==> src/rtl/lut_neuron_pkg.sv <==
// lut_neuron_pkg
// Shared definitions for the runtime-loadable LUT neuron array:
//   lut_state_t : control FSM states (LOAD, RUN, DRAIN)
//   sel_w(n)    : width of a neuron-select field for n neurons, never below 1
package lut_neuron_pkg;

  typedef enum logic [1:0] {
    LOAD  = 2'd0,
    RUN   = 2'd1,
    DRAIN = 2'd2
  } lut_state_t;

  function automatic int sel_w(input int n);
    return (n <= 2) ? 1 : $clog2(n);
  endfunction

endpackage

==> src/rtl/lut_neuron_array_ram.sv <==
// lut_ram
// One neuron truth table: 2^ADDR_W x DATA_W distributed RAM with a
// synchronous write port and an asynchronous read port. No reset, so the
// contents survive a system reset.
// Ports:
//   clk   : write clock
//   we    : write strobe
//   waddr : write address
//   wdata : write data
//   raddr : combinational read address
//   rdata : combinational read data
module lut_ram #(
  parameter int ADDR_W = 8,
  parameter int DATA_W = 1
) (
  input  logic              clk,
  input  logic              we,
  input  logic [ADDR_W-1:0] waddr,
  input  logic [DATA_W-1:0] wdata,
  input  logic [ADDR_W-1:0] raddr,
  output logic [DATA_W-1:0] rdata
);

  (* ram_style = "distributed", rom_style = "distributed" *)
  logic [DATA_W-1:0] mem [0:(1<<ADDR_W)-1];

  always_ff @(posedge clk) begin
    if (we) mem[waddr] <= wdata;
  end

  assign rdata = mem[raddr];

endmodule

==> src/rtl/lut_neuron_array.sv <==
// lut_neuron_array
// Pipelined array of N_NEURONS LUT neurons whose truth tables are loaded at
// runtime. A LOAD/RUN/DRAIN FSM gates table writes against streaming so a
// table is never read while it is being written.
// Ports:
//   clk, rst_n            : clock, asynchronous active-low reset
//   in_valid/in_ready     : input handshake, in_data holds N_NEURONS addresses
//   out_valid/out_ready   : output handshake, out_data holds N_NEURONS results
//   cfg_we/sel/addr/data  : table write port (honoured only in LOAD)
//   cfg_commit            : LOAD -> RUN
//   cfg_unlock            : RUN -> DRAIN -> LOAD
//   cfg_err               : sticky illegal-configuration flag
//   running               : FSM is in RUN
module lut_neuron_array
  import lut_neuron_pkg::*;
#(
  parameter int N_NEURONS = 4,
  parameter int IN_BITS   = 8,
  parameter int OUT_BITS  = 1
) (
  input  logic                            clk,
  input  logic                            rst_n,
  input  logic                            in_valid,
  output logic                            in_ready,
  input  logic [N_NEURONS*IN_BITS-1:0]    in_data,
  output logic                            out_valid,
  input  logic                            out_ready,
  output logic [N_NEURONS*OUT_BITS-1:0]   out_data,
  input  logic                            cfg_we,
  input  logic [sel_w(N_NEURONS)-1:0]     cfg_sel,
  input  logic [IN_BITS-1:0]              cfg_addr,
  input  logic [OUT_BITS-1:0]             cfg_data,
  input  logic                            cfg_commit,
  input  logic                            cfg_unlock,
  output logic                            cfg_err,
  output logic                            running
);

  lut_state_t                    state;
  logic                          running_q;
  logic                          err_q;
  logic                          sel_bad;
  logic                          wr_ok;
  logic                          accept_p0;
  logic [N_NEURONS*OUT_BITS-1:0] rd_p0;
  logic                          vld_p1;
  logic [N_NEURONS*OUT_BITS-1:0] data_p1;

  // A select beyond the last neuron can only occur when N_NEURONS is not a
  // power of two; it is reported rather than silently aliased.
  assign sel_bad = (32'(cfg_sel) >= N_NEURONS);
  assign wr_ok   = cfg_we && (state == LOAD) && !sel_bad;

  // Unlock closes the input in the cycle it is seen, so nothing new enters
  // once the FSM has decided to drain.
  assign in_ready  = (state == RUN) && !cfg_unlock && (!vld_p1 || out_ready);
  assign accept_p0 = in_valid && in_ready;

  // Stage p0: combinational table lookup addressed straight from in_data
  for (genvar k = 0; k < N_NEURONS; k++) begin : g_neuron
    logic we_k;
    assign we_k = wr_ok && (32'(cfg_sel) == k);

    lut_ram #(
      .ADDR_W (IN_BITS),
      .DATA_W (OUT_BITS)
    ) u_ram (
      .clk   (clk),
      .we    (we_k),
      .waddr (cfg_addr),
      .wdata (cfg_data),
      .raddr (in_data[k*IN_BITS +: IN_BITS]),
      .rdata (rd_p0[k*OUT_BITS +: OUT_BITS])
    );
  end

  // Stage p1: single output register, also the only buffer in the array
  always_ff @(posedge clk or negedge rst_n) begin
    if (!rst_n) begin
      vld_p1  <= 1'b0;
      data_p1 <= '0;
    end else if (accept_p0) begin
      vld_p1  <= 1'b1;
      data_p1 <= rd_p0;
    end else if (out_ready) begin
      vld_p1  <= 1'b0;
    end
  end

  always_ff @(posedge clk or negedge rst_n) begin
    if (!rst_n) begin
      state     <= LOAD;
      running_q <= 1'b0;
      err_q     <= 1'b0;
    end else begin
      if (cfg_we && ((state != LOAD) || sel_bad)) err_q <= 1'b1;
      case (state)
        LOAD: begin
          if (cfg_commit) begin
            state     <= RUN;
            running_q <= 1'b1;
          end
        end
        RUN: begin
          if (cfg_unlock) begin
            state     <= DRAIN;
            running_q <= 1'b0;
          end
        end
        DRAIN: begin
          if (!vld_p1) state <= LOAD;
        end
        default: begin
          state     <= LOAD;
          running_q <= 1'b0;
        end
      endcase
    end
  end

  assign out_valid = vld_p1;
  assign out_data  = data_p1;
  assign cfg_err   = err_q;
  assign running   = running_q;

endmodule

==> config.mk <==
export PLATFORM = sky130hd
export DESIGN_NAME = lut_neuron_array
export DESIGN_NICKNAME = d
export VERILOG_FILES = /design/src/rtl/lut_neuron_pkg.sv /design/src/rtl/lut_neuron_array_ram.sv /design/src/rtl/lut_neuron_array.sv
export SDC_FILE = /design/constraint.sdc
export NUM_CORES = 2
export LEC_CHECK = 0
export BUFFER_PORTS_ARGS = -buffer_cell sky130_fd_sc_hd__buf_4
export CAP_MARGIN = 40
export CORE_ASPECT_RATIO = 1.4
export CORE_MARGIN = 2
export CORE_UTILIZATION = 30
export DETAILED_ROUTE_END_ITERATION = 10
export HOLD_SLACK_MARGIN = 0.1
export PLACE_DENSITY = 0.5
export SYNTH_ARGS = -nofsm -noshare
export SYNTH_HDL_FRONTEND = slang
export SYNTH_SLANG_ARGS = --single-unit
==> constraint.sdc <==
create_clock -name clk -period 3.8 [get_ports clk]
set_input_delay 0.57 -clock clk [delete_from_list [all_inputs] [get_ports clk]]
set_output_delay 0.57 -clock clk [all_outputs]
set_load 0.005 [all_outputs]
---- Yosys cells after proc, flatten, opt, wreduce, memory -nomap -nowiden ----
Memories as Yosys holds them, arrays and structs flattened. A register that Yosys moved wholly into a read port is not among the register bits.
Index checks and enable logic that the tools add are counted.
storage, ports and cells
  bits in registers ....................... 5
  latch bits .............................. 0
  RAM bits ................................ 1,024
  memory bits (read-only) ................. 0
  input port bits ......................... 50
  output and inout port bits .............. 8
  memories ................................ 4
operators by class
  add/subtract/negate cells ............... 0
  multipliers ............................. 0
  divide/modulo/power cells ............... 0
  $lt $le $gt $ge ......................... 0
  eq/ne operators ......................... 8
  shifts and indexed selects .............. 0
  mux-type cells .......................... 17
  bitwise logic cells ..................... 1
  reduce and logical (&&, ||, !) cells .... 22
memory list
  name                   words  bits a word  read ports  clocked after Yosys merged registers in  wr ports  line                        text
  g_neuron[0].u_ram.mem  256    1            1           1                                        1         lut_neuron_array_ram.sv:25  logic [DATA_W-1:0] mem [0:(1<<ADDR_W)-1];
  g_neuron[1].u_ram.mem  256    1            1           1                                        1         lut_neuron_array_ram.sv:25
  g_neuron[2].u_ram.mem  256    1            1           1                                        1         lut_neuron_array_ram.sv:25
  g_neuron[3].u_ram.mem  256    1            1           1                                        1         lut_neuron_array_ram.sv:25
operator list
  cell                                                                    count
  1-bit two-way mux                                                       12
  1-bit logical AND                                                       9
  2-bit equality test (second input constant)                             3
  1-bit logical NOT                                                       6
  2-bit two-way mux                                                       3
  2-bit inequality test (second input constant)                           3
  2-bit one-hot mux with 3 select lines                                   1
  3-bit AND reduction                                                     2
  2-bit by 1-bit equality test with 1-bit output (second input constant)  2
  2-bit logical NOT                                                       2
  2-bit nonzero test                                                      2
  1-bit one-hot mux with 3 select lines                                   1
  1-bit logical OR                                                        1
  1-bit inverter                                                          1

---- Longest topological paths before layout ----
  depth after elaboration ................. 5
  depth in mapped cells ................... 10

---- Modules after synthesis ----
A second synthesis with hierarchy kept.
second synthesis, totals
  cells, all modules ...................... 3,186
  area total of the unflattened synthesis .. 44,875.5 µm²
by module, submodules not included
  module            instances  cells each  area an instance (µm²)  seq. area each (µm²)
  lut_ram           4          787         11,108.2                7,687.4
  lut_neuron_array  1          38          442.9                   225.2

---- Worst setup path before layout ----
Ideal clock, no wire load.
  path type ............................... in2reg
  from .................................... input port in_data[1]
  to ...................................... register data_p1[0], in the netlist out_data[0] (read register of g_neuron[0].u_ram.mem)
  setup time .............................. 131 ps
  arrival time ............................ 2,054 ps
  setup slack ............................. 1,615 ps
  stages .................................. 8
  buffers on the path ..................... 1
  cells stage by stage .................... buf_6 > mux4_1 > mux2_2 > a22o_1 > nor4_2 > a311oi_1 > nand4_1 > o211ai_1
RTL lines
  what             line                    text
  start, declared  lut_neuron_array.sv:25  input logic [N_NEURONS*IN_BITS-1:0] in_data,
  end, declared    lut_neuron_array.sv:47  logic [N_NEURONS*OUT_BITS-1:0] data_p1;

==> out/results.ini <==
[detailed_routing]
drc = 0
first_pass_iters = 6
ant_nets = 0
vias = 29310
wl_um = 154000
wl_per_cell_um = 27.8
viasPerCell = 5.30
initialDrtViolationCount = 2959

[clock_network]
cts_buffers = 100
clk_pin_slew_worst_paths_ps = 70
cts_buffer_depth = 3
cts_num_sinks = 1033
cts_root_buf = clkbuf_16
tritoncts = yes
insertion_delay_ps = 730
h-tree-depth = 3
postCtsSetupBuffers = 0

[synthesis]
async_flop_share_pct = 0.871
synth.net_count = 3472
synthTopCellsByArea = edfxtp_1 (67%), nor2_1 (8.9%), mux4_2 (8.3%)
synthTopCellsByCount = nor2_1 (1,092), edfxtp_1 (1,024), nand2_1 (317)
yosysTopAreaCellShare_pct = 67.1
synth.most_common_cell = nor2_1
synth_ff_type = edfxtp_1
synth_top_area_cell = edfxtp_1
syn_avg_cell_area_sq_um = 13.4
synth-edff-count = 1024
yosysSeqAreaShare_pct = 67.6
postSynthCellCount = 3422
synth.cell_area_sq_mm = 0.0458
yosysWarnings = 0
yosysUniqueCellTypes = 47
ys_ff_latch = 1033

[die]
fp.dieH_um = 467
die_area_sq_mm = 0.156
num_rows = 169
ioPinCount = 58
coreArea_sq_mm = 0.152
start_util_pct = 30.2
die_x_um = 334

[global_routing]
antenna_found_initial = 6
track_usage_pct = 19.5
grt-ovfl-total = 0
grt_pass1_vias = 29496
grt_pass1_wl_um = 217000
grt_max_degree = 130

[critical_path]
critPathArrivalTime_ps = 3740
timing.rr.end = out_data[1]
path_class = in -> reg
path_max_fanout = 35
reg2regPathDepth = 5
crit_path_end_kind = flop
cp-start-kind = primary input
ff2ff_setup_slack_ps = 1100
crit-reg2reg-launch = g_neuron[1].u_ram.mem[107]
crit_required_ps = 4380

[finish]
layout.nets = 3532
fin_cells = 5530
regArea_sq_mm = 0.0310
syn_to_final_growth_pct = 14.3
n_fill_cell = 14739
multi_input_area_sq_mm = 0.0137
final_core_util_pct = 34.6
drive_gt1_share_pct = 15.5

[sta]
fmax_mhz = 317
tns_ps = 0
rsz0062_at_grt = no
hold_ws_ps = 219
slew_viol_final = 0
period_share_pct = 83.0
max_slew_margin_pct = 36.5
tightestPinTransition_ps = 942
finalHoldViolCount = 0
fin_skew_ps = 36.3
finalSetupViolCount = 0
min_period_ps = 3150

[place]
numPortBuffers = 57
place_congestion = 0.890
placed_cells = 5341
dp_hpwl_um = 103000

[outcome]
status = completed

[pwr]
power_per_cell_area_mw_per_mm2 = 471
leakagePower_uw = 0.0157
vdd_drop_max_v = 0.000340
power_uw = 24700

[job]
drv_cap = 0

[hold_path]
hp-class = in -> async

[report_power, final]
part           total [uW]  leakage (uW)  internal (uW)  switching [uW]
sequential          12600       0.00931          12600            49.7
combinational        2030       0.00484            600            1430
clock               10000       0.00155           5540            4500
total               24700        0.0157          18700            5980
[flip-flops by register name, summed over array words and instances, names as in the netlist]
name                flops
g_neuron.u_ram.mem   1024
out_data                4
state                   2
cfg_err                 1
out_valid               1
running                 1
[stage by stage]
step	area, sq um	setup WS, ps
final	52400	647
after detailed placement	49200	-62.8
after floorplan	45800	1610
after global routing	52400	765
after CTS	52400	715
after global placement	49100	-50.8
[routing by layer]
layer  part of all wire [%]  GRT usage (%)
met1                     38           23.4
met2                     51           34.7
met3                    5.5           2.76
met4                    4.5           8.63
met5                  0.023              0
[logic make-up (layout without fill, tap and decap cells)]
logic type	count (synthesis)	after routing	share of synthesized area, %
buf+inv	258	399	2.75
flops	1033	1033	67.6
mux	368	368	13.1
other cells	0	1	0
simple gates	1562	1562	13.5
compound gates	201	201	3.10
[cell usage in the layout (no fill, tap or decap), types with 12 or more instances in the layout]
cell / synthesis / routed
nand3_1: 25 / 25
buf_4: 19 / 159
mux4_1: 12 / 12
nand2b_1: 32 / 32
edfxtp_1: 1024 / 1024
buf_12: 0 / 34
nor4_1: 22 / 20
o32ai_1: 12 / 12
nor2_1: 1092 / 1083
o221ai_1: 32 / 32
nand2_1: 317 / 316
a21oi_1: 26 / 26
clkinv_2: 0 / 16
o22ai_1: 40 / 40
clkinv_1: 4 / 28
clkbuf_1: 163 / 19
nor3_1: 45 / 33
mux2i_1: 180 / 180
nor3_2: 0 / 12
mux4_2: 168 / 168
o21ai_0: 34 / 34
clkbuf_16: 0 / 104
[worst max-delay path, cell delays in order]
cell and delay, ps:
buf_6 510, buf_12 320, mux4_2 530, mux2i_1 410, o21ai_0 450, o21ai_0 750
o211ai_1 140
[repair_timing]
action	4_1_cts	5_1_grt
endpoints found under the hold margin	13	0
hold buffers	5	0
gates resized for setup	0	0
[worst max path at each step]
stage | startpoint | endpoint | cells after the start
finish | in_data[8] | out_data[1] | 7
global route | in_data[8] | out_data[1] | 7
CTS | in_data[8] | out_data[1] | 7
detailed placement | in_data[8] | out_data[1] | 7
global placement | in_data[8] | out_data[1] | 7
floorplan | in_data[1] | out_data[0] | 8
[area by class of cell]
type / instances / area share [%]
clock inverters: 60 / 1.00
diodes: 1 / 0.00477
multi-input cells: 2131 / 26.2
inverters: 9 / 0.0644
repair buffers: 207 / 3.88
well taps: 1966 / 4.69
clock buffers: 123 / 5.10
flip-flops and latches: 1033 / 59.1
(Power assumes the default switching activity.)
